--- config.mk ---
export PLATFORM = sky130hd
export DESIGN_NAME = branch_resolve_bht
export DESIGN_NICKNAME = d
export VERILOG_FILES = /design/src/rtl/branch_resolve_bht_pkg.sv /design/src/rtl/branch_resolve_bht_cond_eval.sv /design/src/rtl/branch_resolve_bht.sv
export SDC_FILE = /design/constraint.sdc
export NUM_CORES = 1
export LEC_CHECK = 0
export ABC_AREA = 0
export BUFFER_PORTS_ARGS = -buffer_cell sky130_fd_sc_hd__buf_4
export CAP_MARGIN = 25
export CORE_MARGIN = 2
export CORE_UTILIZATION = 30
export DETAILED_ROUTE_END_ITERATION = 8
export PLACE_DENSITY = 0.44
export SYNTH_ARGS = -nofsm -noshare
export SYNTH_HDL_FRONTEND = slang
export SYNTH_SLANG_ARGS = --single-unit
export TNS_END_PERCENT = 30
--- constraint.sdc ---
create_clock -name clk -period 5 [get_ports clk]
set_input_delay 0.25 -clock clk [delete_from_list [all_inputs] [get_ports clk]]
set_output_delay 0.25 -clock clk [all_outputs]
set_load 0.02 [all_outputs]
--- src/rtl/branch_resolve_bht_pkg.sv ---
// branch_resolve_bht_pkg
//   Shared constants for branch resolution and the branch history table:
//   branch Type codes, the Type field width and default table geometry.
//   Optional feature macro used by branch_resolve_bht: BHT_STATS_EN
//   (adds stat_branches / stat_mispred counters).
package branch_resolve_bht_pkg;

  localparam int TYPE_W    = 4;
  localparam int DEF_IDX_W = 6;
  localparam int DEF_CNT_W = 2;

  typedef enum logic [TYPE_W-1:0] {
    BR_NONE = 4'd0,
    BR_BEQ  = 4'd1,
    BR_BNE  = 4'd2,
    BR_BGEZ = 4'd3,
    BR_BGTZ = 4'd4,
    BR_BLEZ = 4'd5,
    BR_BLTZ = 4'd6
  } br_type_e;

  // Types that carry a real condition and therefore train the BHT.
  function automatic logic is_cond_type(input logic [TYPE_W-1:0] t);
    return (t >= 4'd1) && (t <= 4'd6);
  endfunction

endpackage

--- src/rtl/branch_resolve_bht_cond_eval.sv ---
// branch_cond_eval
//   Purely combinational branch condition evaluator, usable by any stage
//   that resolves branches.
//   Ports:
//     A, B   in  DATA_W  operands (signed compares on A use full width)
//     Type   in  4       branch type code (unknown codes resolve not-taken)
//     taken  out 1       condition result
module branch_cond_eval
  import branch_resolve_bht_pkg::*;
#(
  parameter int DATA_W = 32
) (
  input  logic [DATA_W-1:0] A,
  input  logic [DATA_W-1:0] B,
  input  logic [TYPE_W-1:0] Type,
  output logic              taken
);

  logic neg, zero;

  // Sign bit and zero test cover every signed compare against 0.
  assign neg  = A[DATA_W-1];
  assign zero = (A == '0);

  always_comb begin
    taken = 1'b0;
    case (Type)
      BR_BEQ:  taken = (A == B);
      BR_BNE:  taken = (A != B);
      BR_BGEZ: taken = !neg;
      BR_BGTZ: taken = !neg && !zero;
      BR_BLEZ: taken = neg || zero;
      BR_BLTZ: taken = neg;
      default: taken = 1'b0;
    endcase
  end

endmodule

--- src/rtl/branch_resolve_bht.sv ---
// branch_resolve_bht
//   Resolves the D-stage branch condition and predicts the F-stage branch
//   direction from a PC-indexed table of saturating counters.
//   Ports:
//     clk, reset          clock, synchronous active-high reset
//     lookup_pc           F-stage PC;  pred_taken = MSB of its counter
//     resolve_valid/_pc   D-stage branch present / its PC
//     A, B, Type          operands and branch type for resolution
//     pred_in             prediction that travelled with the D instruction
//     stall               D stalled: no table update this cycle
//     taken, mispredict   combinational resolution outputs
//   Macro BHT_STATS_EN adds stat_branches / stat_mispred (32-bit, wrapping).
module branch_resolve_bht
  import branch_resolve_bht_pkg::*;
#(
  parameter int DATA_W   = 32,
  parameter int IDX_W    = DEF_IDX_W,
  parameter int CNT_W    = DEF_CNT_W,
  parameter int CNT_INIT = 1
) (
  input  logic              clk,
  input  logic              reset,
  input  logic [31:0]       lookup_pc,
  output logic              pred_taken,
  input  logic              resolve_valid,
  input  logic [31:0]       resolve_pc,
  input  logic [DATA_W-1:0] A,
  input  logic [DATA_W-1:0] B,
  input  logic [TYPE_W-1:0] Type,
  input  logic              pred_in,
  input  logic              stall,
  output logic              taken,
  output logic              mispredict
`ifdef BHT_STATS_EN
  ,
  output logic [31:0]       stat_branches,
  output logic [31:0]       stat_mispred
`endif
);

  localparam int DEPTH = 1 << IDX_W;
  typedef logic [CNT_W-1:0] cnt_t;
  localparam cnt_t CNT_MAX = '1;
  localparam cnt_t CNT_RST = cnt_t'(CNT_INIT);

  cnt_t             cnt_q [DEPTH];
  cnt_t             cnt_d [DEPTH];
  logic [IDX_W-1:0] lk_idx, rs_idx;
  logic             cond_taken, upd;

  assign lk_idx = lookup_pc[IDX_W+1:2];
  assign rs_idx = resolve_pc[IDX_W+1:2];

  // Word-aligned index; the remaining PC bits intentionally alias.
  logic unused_pc_bits;
  assign unused_pc_bits = ^{lookup_pc[31:IDX_W+2], lookup_pc[1:0],
                            resolve_pc[31:IDX_W+2], resolve_pc[1:0]};

  branch_cond_eval #(.DATA_W(DATA_W)) u_cond (
    .A     (A),
    .B     (B),
    .Type  (Type),
    .taken (cond_taken)
  );

  assign taken      = resolve_valid & cond_taken;
  assign mispredict = resolve_valid & (taken != pred_in);

  // Stalled cycles never train, so a re-presented branch updates once.
  assign upd = resolve_valid & ~stall & is_cond_type(Type);

  // No bypass: same-cycle lookup sees the old counter value.
  assign pred_taken = cnt_q[lk_idx][CNT_W-1];

  always_comb begin
    cnt_d = cnt_q;
    if (upd) begin
      if (taken && (cnt_q[rs_idx] != CNT_MAX))
        cnt_d[rs_idx] = cnt_q[rs_idx] + cnt_t'(1);
      else if (!taken && (cnt_q[rs_idx] != '0))
        cnt_d[rs_idx] = cnt_q[rs_idx] - cnt_t'(1);
    end
  end

  // Reset wins over a coincident update.
  always_ff @(posedge clk) begin
    if (reset) begin
      for (int i = 0; i < DEPTH; i++) cnt_q[i] <= CNT_RST;
    end else begin
      cnt_q <= cnt_d;
    end
  end

`ifdef BHT_STATS_EN
  logic [31:0] br_cnt_q, br_cnt_d, mp_cnt_q, mp_cnt_d;

  always_comb begin
    br_cnt_d = br_cnt_q + {31'd0, upd};
    mp_cnt_d = mp_cnt_q + {31'd0, upd & mispredict};
  end

  always_ff @(posedge clk) begin
    if (reset) begin
      br_cnt_q <= '0;
      mp_cnt_q <= '0;
    end else begin
      br_cnt_q <= br_cnt_d;
      mp_cnt_q <= mp_cnt_d;
    end
  end

  assign stat_branches = br_cnt_q;
  assign stat_mispred  = mp_cnt_q;
`endif

endmodule

==> results_dict.tcl <==
set metrics [dict create \
    maxCapViolCount 0 \
    ir_drop_mv 0.198 \
    crit_type "input pin to flip-flop" \
    crit_required_ns 5.31 \
    grt_max_degree 65 \
    root_buffer "clkbuf_16" \
    hp-class "input pin to flip-flop" \
    yosysUniqueCellTypes 61 \
    cts_buffers 17 \
    die_y_um 169 \
    area_growth_pct 19.8 \
    cp_max_fo 44 \
    async_flop_share_pct 0 \
    setup_violations 0 \
    holdPathStages 2 \
    rsz0062_at_grt "false" \
    wl_per_cell_um 22.3 \
    crit_path_start_kind "input pin" \
    synth_area_um2 8150 \
    post_cts_resized 0 \
    relSlewSlack_pct 33.1 \
    min_from "reset" \
    cts_tree "done" \
    finClkSkew_ns 0.00858 \
    min_period_over_period_pct 80.0 \
    antennaDiodeCount 0 \
    leakagePower_nw 3.32 \
    nFillCells 2746 \
    synth.avg_cell_area_um2 8.70 \
    fp.dieArea_um2 28500 \
    fmax_ghz 0.250 \
    finalWirelength_um 29700 \
    finalMaxSlewViolations 0 \
    grt_pass1_vias 7434 \
    min_period_ns 4.00 \
    grt_overflow_total 0 \
    portBuffers 87 \
    clkSlewWorstSetupHoldPaths_ns 0.06 \
    yosysWarnings 0 \
    start_util_pct 30.4 \
    r2r_cells 13 \
    final_common_cell "nand2_1" \
    regToRegSetupSlack_ns 1.03 \
    yosys_most_used_dff "dfxtp_1" \
    firstDrtPassIters 6 \
    insertion_delay_ns 0.43 \
    outcome "complete, no violations" \
    synth_cells 936 \
    postPlaceCellArea_um2 9160 \
    num_io_pins 140 \
    fin_total_pwr_mw 2.71 \
    routabilityCongestion 0.883 \
    cp.arrival_ns 4.31 \
    holdBufCountCts 0 \
    rows 60 \
    core-area_um2 26800 \
    grt_first_pass_wirelength_um 45900 \
    num_vias 7705 \
    track_usage_pct 21.1 \
    hold_ws_ns 0.0984 \
    rr_startpoint "cnt_q[115]$_SDFFE_PP0P_" \
    ys_ff_latch 128 \
    postRouteAntennaNets 0 \
    htree_levels 4 \
    setup_tns_ns 0 \
    postCtsSetupBuffers 0 \
    tightestPinTransition_ns 1.00 \
    most-common-layout-cells "nand2_1 (135), dfxtp_1 (128), buf_4 (122), mux2i_1 (80), nor4_1 (68)" \
    hold_violations 0 \
    drc_errors 0 \
    die_w_um 169 \
    synth_nets 1075 \
    cts_sinks 128 \
    nets 1119 \
    synth_edf_count 0 \
    drive_gt1_share_pct 21.7 \
    drt_iter0_markers 617 \
    viasPerCell 5.78 \
    yosysSeqAreaShare_pct 31.5 \
    final_area_um2 9760 \
    grt_antenna_before_repair 1 \
    hpwl_um 19700 \
    power-per-cell-area_nw_per_um2 277 \
    cts.path.max_buffers 2 \
    crit_path_end_kind "flip-flop" \
]
cells in the mapped netlist (4+ instances only):
library cell | count | area, um2
buf_4 | 5 | 37.5
buf_6 | 4 | 45.0
xor2_1 | 33 | 289
mux2i_1 | 80 | 801
dfxtp_1 | 128 | 2560
o21ai_1 | 9 | 45.0
mux2_2 | 6 | 67.6
o21ai_0 | 52 | 260
buf_2 | 32 | 160
or3_1 | 6 | 37.5
nor2b_1 | 10 | 62.6
o31ai_1 | 4 | 30.0
a221oi_1 | 9 | 78.8
nand2_1 | 135 | 507
nor3_1 | 54 | 270
mux4_2 | 35 | 788
clkbuf_1 | 59 | 221
a41oi_1 | 49 | 429
nor2_1 | 27 | 101
o211ai_1 | 12 | 90.1
a21oi_1 | 9 | 45.0
nand3_1 | 10 | 50.1
a211o_1 | 5 | 43.8
nor4_1 | 68 | 425
nand4_1 | 11 | 68.8
inv_1 | 11 | 41.3
and4_1 | 8 | 70.1
and3_1 | 5 | 31.3
critical path, cell delays in order:
cell and delay [ns]:
buf_4 0.35, nand2b_1 0.35, o32ai_1 0.14, a221o_1 0.28, nor2_1 0.11, a21oi_1 0.10
a22o_1 0.30, a2111o_1 0.47, ha_1 0.26, a211oi_1 0.20, o21ai_0 0.26, a21o_4 0.47
o41a_1 0.46, a211o_1 0.26
report_power, final:
group	internal [mW]	total [mW]	switching (mW)	leakage (nW)
combinational	0.130	0.385	0.256	2.00
clock	0.795	1.30	0.505	0.284
sequential	1.02	1.02	0.00100	1.03
total	1.95	2.71	0.762	3.32
per-stage QoR:
stage / utilization (%) / instances / setup slack [ns]
floorplan: - / 936 / 1.14
global placement: 34.2 / 1302 / 0.597
detailed placement: 34.2 / 1302 / 0.600
CTS: 36.4 / 1334 / 0.994
global route: 36.4 / 1334 / 0.619
finish: 36.4 / 1334 / 0.999
how the worst max path moves through the flow:
stage	startpoint	to	cells past startpoint	slack (ns)
after floorplan	resolve_pc[3]	flip-flop	17	1.14
after global placement	resolve_pc[4]	flip-flop	14	0.60
after detailed placement	resolve_pc[4]	flip-flop	14	0.60
after CTS	cnt_q[115]$_SDFFE_PP0P_	flip-flop	13	0.99
after global routing	cnt_q[115]$_SDFFE_PP0P_	flip-flop	14	0.62
final	resolve_pc[4]	flip-flop	14	1.0
per-layer routing:
layer / GRT usage (%) / vias up / share of wire, %
li1: - / 3668 / -
met1: 30.8 / 3770 / 48
met2: 32.0 / 227 / 45
met3: 3.67 / 40 / 5.2
met4: 5.73 / 0 / 1.9
met5: 0 / - / 0
layout make-up:
type,instances,area [um2],share of cell area [%]
clock buffer,18,439,4.50
clock inverter,14,165,1.69
inverter,13,50.0,0.513
multi-input combinational,693,5100,52.3
sequential,128,2560,26.3
tap,341,427,4.37
timing repair buffer,127,1020,10.4
cell families after synthesis:
logic type                 synth area share, %
adders and majority gates                0.307
and+or+nand+nor                           21.7
muxes                                     20.3
DFF                                       31.5
AOI/OAI and AO/OA                         16.3
buffers and inverters                     6.39
xor gates and xnor gates                  3.55
No activity file was read; power rests on OpenSTA's default activity.
